**src/rtl/capture_limiter.sv**
```systemverilog
// Run/stop controller for the logic-analyzer sample path: counts accepted sample strobes
// and ends a capture in free-run, fixed-count or pre/post-trigger mode.
module capture_limiter #(
  parameter int unsigned CNT_W = 32
) (
  input  logic             i_clk,
  input  logic             i_rst_n,
  input  logic             i_run,
  input  logic             i_step,
  input  logic             i_trigger,
  input  logic [1:0]       i_mode,
  input  logic [CNT_W-1:0] i_limit,
  input  logic [CNT_W-1:0] i_pre_limit,
  output logic             o_stop,
  output logic             o_done,
  output logic             o_triggered,
  output logic             o_sat,
  output logic [CNT_W-1:0] o_count,
  output logic [2:0]       o_state
);

  typedef enum logic [2:0] {
    StIdle     = 3'd0,
    StPre      = 3'd1,
    StWaitTrig = 3'd2,
    StPost     = 3'd3,
    StStop     = 3'd4
  } state_e;

  localparam logic [1:0]       ModeCount = 2'd1;
  localparam logic [1:0]       ModeTrig  = 2'd2;
  localparam logic [CNT_W-1:0] CntMax    = '1;
  localparam logic [CNT_W-1:0] CntOne    = CNT_W'(1);

  state_e           state_q;
  logic [1:0]       mode_q;
  logic [CNT_W-1:0] limit_q, pre_limit_q, count_q, pre_cnt_q;
  logic             trig_q, sat_q, stop_q, done_q;
  logic [CNT_W-1:0] count_inc, pre_inc;
  logic             limited;

  assign count_inc = count_q + CntOne;
  assign pre_inc   = pre_cnt_q + CntOne;
  // Reserved mode 3 behaves as FREE, so only COUNT and TRIGGERED honour the limit.
  assign limited   = (mode_q == ModeCount) || (mode_q == ModeTrig);

  always_ff @(posedge i_clk or negedge i_rst_n) begin
    if (!i_rst_n) begin
      state_q     <= StIdle;
      mode_q      <= '0;
      limit_q     <= '0;
      pre_limit_q <= '0;
      count_q     <= '0;
      pre_cnt_q   <= '0;
      trig_q      <= 1'b0;
      sat_q       <= 1'b0;
      stop_q      <= 1'b0;
      done_q      <= 1'b0;
    end else begin
      done_q <= 1'b0;
      if (state_q != StIdle && !i_run) begin
        // Abort: count and trigger flag are kept for readback.
        state_q <= StIdle;
        stop_q  <= 1'b0;
      end else begin
        unique case (state_q)
          StIdle: begin
            if (i_run) begin
              mode_q      <= i_mode;
              limit_q     <= i_limit;
              pre_limit_q <= i_pre_limit;
              count_q     <= '0;
              pre_cnt_q   <= '0;
              trig_q      <= 1'b0;
              sat_q       <= 1'b0;
              if (i_mode == ModeCount) begin
                if (i_limit == '0) begin
                  state_q <= StStop;
                  stop_q  <= 1'b1;
                  done_q  <= 1'b1;
                end else begin
                  state_q <= StPost;
                end
              end else if (i_mode == ModeTrig) begin
                state_q <= (i_pre_limit == '0) ? StWaitTrig : StPre;
              end else begin
                state_q <= StPost;
              end
            end
          end
          StPre: begin
            if (i_step) begin
              pre_cnt_q <= pre_inc;
              if (pre_inc == pre_limit_q) state_q <= StWaitTrig;
            end
          end
          StWaitTrig: begin
            if (i_step && i_trigger) begin
              trig_q  <= 1'b1;
              count_q <= CntOne;
              if (limit_q <= CntOne) begin
                state_q <= StStop;
                stop_q  <= 1'b1;
                done_q  <= 1'b1;
              end else begin
                state_q <= StPost;
              end
            end
          end
          StPost: begin
            if (i_step) begin
              if (limited) begin
                count_q <= count_inc;
                if (count_inc == limit_q) begin
                  state_q <= StStop;
                  stop_q  <= 1'b1;
                  done_q  <= 1'b1;
                end
              end else if (count_q != CntMax) begin
                count_q <= count_inc;
                if (count_inc == CntMax) sat_q <= 1'b1;
              end
            end
          end
          StStop: begin
          end
          default: begin
            state_q <= StIdle;
            stop_q  <= 1'b0;
          end
        endcase
      end
    end
  end

  assign o_stop      = stop_q;
  assign o_done      = done_q;
  assign o_triggered = trig_q;
  assign o_sat       = sat_q;
  assign o_count     = count_q;
  assign o_state     = state_q;

endmodule

```
**config.mk**
```make
export PLATFORM = sky130hd
export DESIGN_NAME = capture_limiter
export DESIGN_NICKNAME = d
export VERILOG_FILES = /design/src/rtl/capture_limiter.sv
export SDC_FILE = /design/constraint.sdc
export NUM_CORES = 1
export LEC_CHECK = 0
export CORE_MARGIN = 1.5
export CORE_UTILIZATION = 44
export CTS_BUF_LIST = sky130_fd_sc_hd__clkbuf_8
export CTS_CLUSTER_DIAMETER = 150
export DETAILED_ROUTE_END_ITERATION = 12
export DONT_BUFFER_PORTS = 1
export GPL_TIMING_DRIVEN = 0
export PLACE_DENSITY = 0.67
export SYNTH_ARGS = -nofsm -noshare
export SYNTH_HDL_FRONTEND = slang
export SYNTH_SLANG_ARGS = --single-unit
```
**constraint.sdc**
```tcl
create_clock -name i_clk -period 3.77 [get_ports i_clk]
set_input_delay 0.754 -clock i_clk [delete_from_list [all_inputs] [get_ports i_clk]]
set_output_delay 0.754 -clock i_clk [all_outputs]
set_load 0.03 [all_outputs]
```
Yosys cells after proc, flatten, opt, wreduce, memory -nomap -nowiden
Index checks and enable logic that the tools add are counted.

Add/sub/neg operators: 2. Order comparisons: 1. Equality and inequality tests: 32. Mux-type cells: 50. Bitwise logic cells: 1. Reduce and logical (&&, ||, !) cells: 20.

Operators with widths (number): 32-bit two-way mux (6); 32-bit one-hot mux with 3 select lines (1); 32-bit by 1-bit adder with 32-bit output, second input constant (2); 32-bit == test (2); 32-bit zero test (2); 32-bit one-hot mux with 2 select lines (1); 3-bit two-way mux (11); 3-bit != test, second input constant (11); 32-bit == test, second input constant (1); 32-bit by 1-bit <= comparator with 1-bit output, second input constant (1); 32-bit != test, second input constant (1); 1-bit two-way mux (24); 2-bit != test, second input constant (8); 3-bit one-hot mux with 5 select lines (1); 9-bit AND reduction (1); 4-bit AND reduction (2); 8-bit AND reduction (1); 7-bit AND reduction (1); 3-bit by 2-bit == test with 1-bit output, second input constant (2); 6-bit AND reduction (1); 2-bit nonzero test (3); 3-bit nonzero test (2); 2-bit by 1-bit == test with 1-bit output, second input constant (2); 2-bit == test, second input constant (2); other kinds (14) (17).

Bits in registers: 137. Input bits: 71. Output and inout port bits: 39. Logic and storage cells: 116.

Depth between registers and ports, before layout
Depth after elaboration: 7. Gate-level depth with buffers: 11. Mapped depth without buffers: 11.

Worst setup path before layout
Ideal clock, no wire load.

Path type: flip-flop to flip-flop. Start: register count_q[0] (netlist: o_count[0]). End: register state_q[1] (netlist: o_state[1]). Setup time: 0.127 ns. Arrival: 3.448 ns. Required time: 3.643 ns. Setup slack: 0.194 ns. Cell stages (with the launch flop): 12. Path buffers: 1. Clock period less this slack: 3.576 ns. Path through: dfrtp_1 ha_1 nand3_1 buf_2 nor4_1 nand3_1 nand2_1 nand4b_1 or4_1 and4bb_1 o31a_1 mux2_1.

Longest elaborated chain between the ends: 4.

Ends and longest elaborated chain: from (decl) (line 37) `logic [CNT_W-1:0] limit_q, pre_limit_q, count_q, pre_cnt_q;`; from (signal assigned) (line 100) `count_q <= CntOne;`; from (signal assigned) (line 113) `count_q <= count_inc;`; from (signal assigned) (line 120) `count_q <= count_inc;`; 32-bit by 1-bit adder with 32-bit output (line 42) `assign count_inc = count_q + CntOne;`; 32-bit == test (line 114) `if (count_inc == limit_q) begin`; 3-bit != test (no source line); 8-bit AND reduction (no source line); to (signal assigned) (line 49) `state_q <= StIdle;`; to (signal assigned) (line 115) `state_q <= StStop;`; to (signal assigned) (line 128) `state_q <= StIdle;`; to (decl) (line 35) `state_e state_q;`.

No other way between the ends. A chain may end at the register's enable or synchronous reset.

Worst setup path after layout
Ends and elaborated chain as after synthesis.

==> metrics list <==
- The count of nets left with antenna violations once routing finished came out at 0.
- The via count of the first global-routing pass is between 8000 and 9000.
* Mapped cell area: roughly 9000 sq um
- CP cell instances: nand3_1 > clkbuf_1 > nor4_4 > buf_4 > buf_4 > and2_1 > a31oi_1 > nand4b_1 > or4_1 > and4bb_1 > o31a_1 > mux2_1
- The number of antenna diodes in the final layout is 0.
* Power per cell area: a little under 600 nW/um^2
- Each instance of the synthesized netlist takes up on average roughly 8.9 sq um.
- Total power for the finished layout comes to ~0.0059 W.
- Together, buffers and inverters on the worst path number 3.
* Class of the most critical hold timing path: in -> async
- Measured against its own limit, the worst slew margin works out to 43.68%.
- Top cells by area, synth: dfrtp_1 38%, mux2_2 7.5%, xnor2_1 6.8%
* Unique cell type count in the Yosys netlist: 69
* Post-route fraction of the period consumed by the critical path: a little over nine tenths
* Count of TritonRoute iterations in the first routing pass: 6
- Compared with the post-synthesis result, the final layout area differs by 12.97%.
* Startpoint type of the worst setup path: register
- Among the stages of the critical path, the cell type that occurs most often is buf_4.
* Run status: finished with violations
* # rows: 52
- Standard cell with the maximum stage delay on the critical path: or4_1
- Critical path capture point type: register
- Die Y: around 150 microns
- At the end of routability-driven placement, the weighted congestion stood at 0.9840.
* TritonCTS clock tree: built
- VDD sags by at most 0.3289 mV.
* Clock-pin slew on the worst setup and hold paths: 0.09 ns
- Once the floorplan was initialized, standard cells occupied 44.64% of the core.
* Number of clock sinks seen by CTS: around 140
- The placed instances occupy a cell area of slightly above 9000 sq um.
- Synth Register Bits: between 100 and 150
- After detailed routing, the number of remaining DRC violations is 0.
* Maximum number of pins on one net before global-route repair: 138
* Crit path max-delay family: simple AND/OR/NAND/NOR gates
- Library cell with the largest summed area after synthesis: dfrtp_1
* Worst setup path class: reg -> reg
- Average routed wire per standard cell: roughly 22 microns
- Detailed Place HPWL: roughly 22 mm
- Share of layout cells above drive strength 1: between 10% and 20%
- Core area: roughly 20000 sq um
- Setup violations remaining at the end of the flow were counted as 0.
- Clock skew on the completed layout was measured at 0.01620 ns.
- Across all layers, the routed design uses around 8400 vias.
- In this design, the stage delay of the slowest critical-path cell is a little under 0.6 ns.
- For this design the top-level I/O count stands at 110.
- In the routed layout, each cell is associated on average with a via count of ~6.3.
- Yosys warns: 0
- Violations in the final reports: negative hold slack
- Max-cap viol count: 0
* Share of the synthesized area in the top cell type: approximately two fifths
- Core Util, Final: 50.42%
* H-tree levels: 4
- The number of pins with negative max-slew slack in the final report was 0.
- CTS placed an instance of clkbuf_8 at the clock tree root.
- Along the worst path, the maximum fanout reaches 10.
* Finished layout cell area: 10140 sq um
- Required time of the critical path: between 4 and 5 ns
- NumNets Final: ~1100
- Unrepaired setup endpoints after global routing: yes
* Number of flops mapped to enable cells by yosys: 0
- In this run the tool buffered the top-level ports with 0 buffer cells.
- In this run the deepest clock path goes through 2 buffers.
- After global routing the overflow that remains totals 0.
- The first global-routing pass estimated ~47 mm of wire.
- When the netlist entered floorplanning its net count stood at 1086.
* Total count of hold-check failures in the final report: 28
- Latest clock arrival within the worst-skew pair: ~0.49 ns
- For the finished layout, the period the worst path requires is roughly 3.7 ns.
* Die area: around 21000 sq um
- At the pin with the least slew margin, the transition time is 0.8449 ns.
- Instance count of the mapped netlist: roughly 1000
- Primary FF master, synth: dfrtp_1
- Static timing analysis puts the maximum clock frequency at approximately 270 MHz.
* Endpoint arrival time on the critical path: 4.10 ns
- Total length of routed wires: about 30 mm
- Count of placed standard cells including taps: around 1300
* Total GRT Usage: between 20% and 30%
- Total leakage power: 3.887 nW
- The count of cells in the finished layout, fillers not included, comes to 1328.
- Number of antenna violations at the first check in global routing: 0
- Counting the buffers created by CTS gives 17.
- Summing the sequential cell areas from Yosys gives about two fifths of the chip area.
* Die X-Extent: roughly 150 microns
- The first routing iteration left 970 violations.
- Worst hold slack: -0.04069 ns
- Counting flops with an async set or reset pin after synthesis yields a share of 100.0%.
==> what timing repair did <==
item	CTS	global route
endpoints found under the setup margin	26	26
pin swaps	7	7
resized for setup	36	38
hold endpoints to repair	137	137
buffers inserted	5	8
gates cloned	0	0
==> synthesized netlist by cell type, types with 21 or more instances <==
cell,n
a21oi_1,31
and3_1,21
clkbuf_1,41
dfrtp_1,137
inv_1,21
mux2_2,60
nand2_1,81
nand3_1,31
nand4_1,32
nor2_1,78
nor3_1,26
nor4_1,42
o21ai_0,107
o31ai_1,31
xnor2_1,70
xor2_1,25
==> worst reg2reg max path, cell delays in order (launching register included) <==
cell and delay (ns):
dfrtp_2 0.56, nand3_1 0.14, clkbuf_1 0.44, nor4_4 0.07, buf_4 0.19, buf_4 0.14, and2_1 0.21, a31oi_1 0.30
nand4b_1 0.13, or4_1 0.58, and4bb_1 0.32, o31a_1 0.17, mux2_1 0.35
==> metrics by stage <==
stage / setup slack, ns / setup TNS, ns / hold WS [ns]
2_1_floorplan: 0.1940 / 0 / 0.4584
3_3_place_gp: -0.6932 / -7.188 / 0.4625
3_5_place_dp: -0.6650 / -7.143 / 0.4623
4_1_cts: -0.03883 / -0.03883 / -0.05683
5_1_grt: 0.005963 / 0 / -0.06466
6_report: 0.04503 / 0 / -0.04069
==> kinds of logic (layout without fill, tap and decap cells) <==
group,after synthesis,after routing,share of synthesized area [%]
xor gates and xnor gates,95,95,9.272
and+or+nand+nor,388,388,23.69
AOI/OAI and AO/OA,237,237,16.27
muxes,65,65,8.101
DFF,137,137,38.20
buffers and inverters,86,132,3.932
adders and majority gates,4,4,0.5299
==> layer usage <==
metal / up-vias / GRT usage, % / share of wire [%]
li1: 3798 / - / -
met1: 4097 / 39.83 / 44
met2: 444 / 41.02 / 42
met3: 74 / 8.245 / 10
met4: 0 / 11.73 / 3.2
met5: - / 0 / 0
==> final cells by class <==
| class | count | area (sq um) |
|---|---|---|
| multi-input combinational | 789 | 5438 |
| timing repair buffer | 14 | 105.1 |
| tap | 270 | 337.8 |
| sequential | 137 | 3453 |
| fill | 1859 | 9967 |
| clock inverter | 15 | 192.7 |
| inverter | 21 | 78.83 |
| clock buffer | 17 | 234.0 |
| buffer | 65 | 297.8 |
==> layout by cell type, fill, tap and decap left out, types with 6 or more instances in the layout <==
cell	count
nand2b_1	8
o41ai_1	8
buf_2	10
nor3b_1	6
mux2_2	60
nand4_1	32
and2_1	6
xnor2_1	70
dfrtp_1	117
xor2_1	24
nor2_1	77
clkbuf_2	6
and4_1	7
clkbuf_8	17
buf_4	18
clkbuf_1	35
nor2b_1	8
o31ai_1	30
buf_1	7
a21oi_1	31
nand2_1	80
a31oi_1	11
nor4_1	34
nand3_1	30
nor4_4	11
and3_1	21
dfrtp_2	20
inv_1	22
o21ai_0	107
o22ai_1	7
nor3_1	23
or3_1	6
==> flip-flops by register name, indices dropped and copies added (netlist names) <==
| register | count |
|---|---|
| limit_q | 32 |
| o_count | 32 |
| pre_cnt_q | 32 |
| pre_limit_q | 32 |
| o_state | 3 |
| mode_q | 2 |
| o_done | 1 |
| o_sat | 1 |
| o_stop | 1 |
| o_triggered | 1 |
==> report_power, final <==
part | total [W] | switching (W) | leakage, nW | internal [W]
Sequential | 0.00245 | 0.000574 | 1.73 | 0.00187
Clock | 0.00135 | 0.000677 | 0.212 | 0.000669
Combinational | 0.00214 | 0.00114 | 1.94 | 0.00100
==> final timing paths <==
path	endpoint	start	slack, ns	cells after the start
max in group asynchronous	o_count[24]	i_rst_n	3.40	0
worst min register to register	pre_cnt_q[30]	pre_cnt_q[30]	0.52	1
worst max-delay path	o_state[1]	o_count[0]	0.05	12
min in group i_clk	pre_limit_q[5]	i_pre_limit[5]	0.38	2
worst max register to register	o_state[1]	o_count[0]	0.05	12
worst min-delay path	o_count[27]	i_rst_n	-0.04	0
Note: power is estimated with default switching activity, not from simulation.
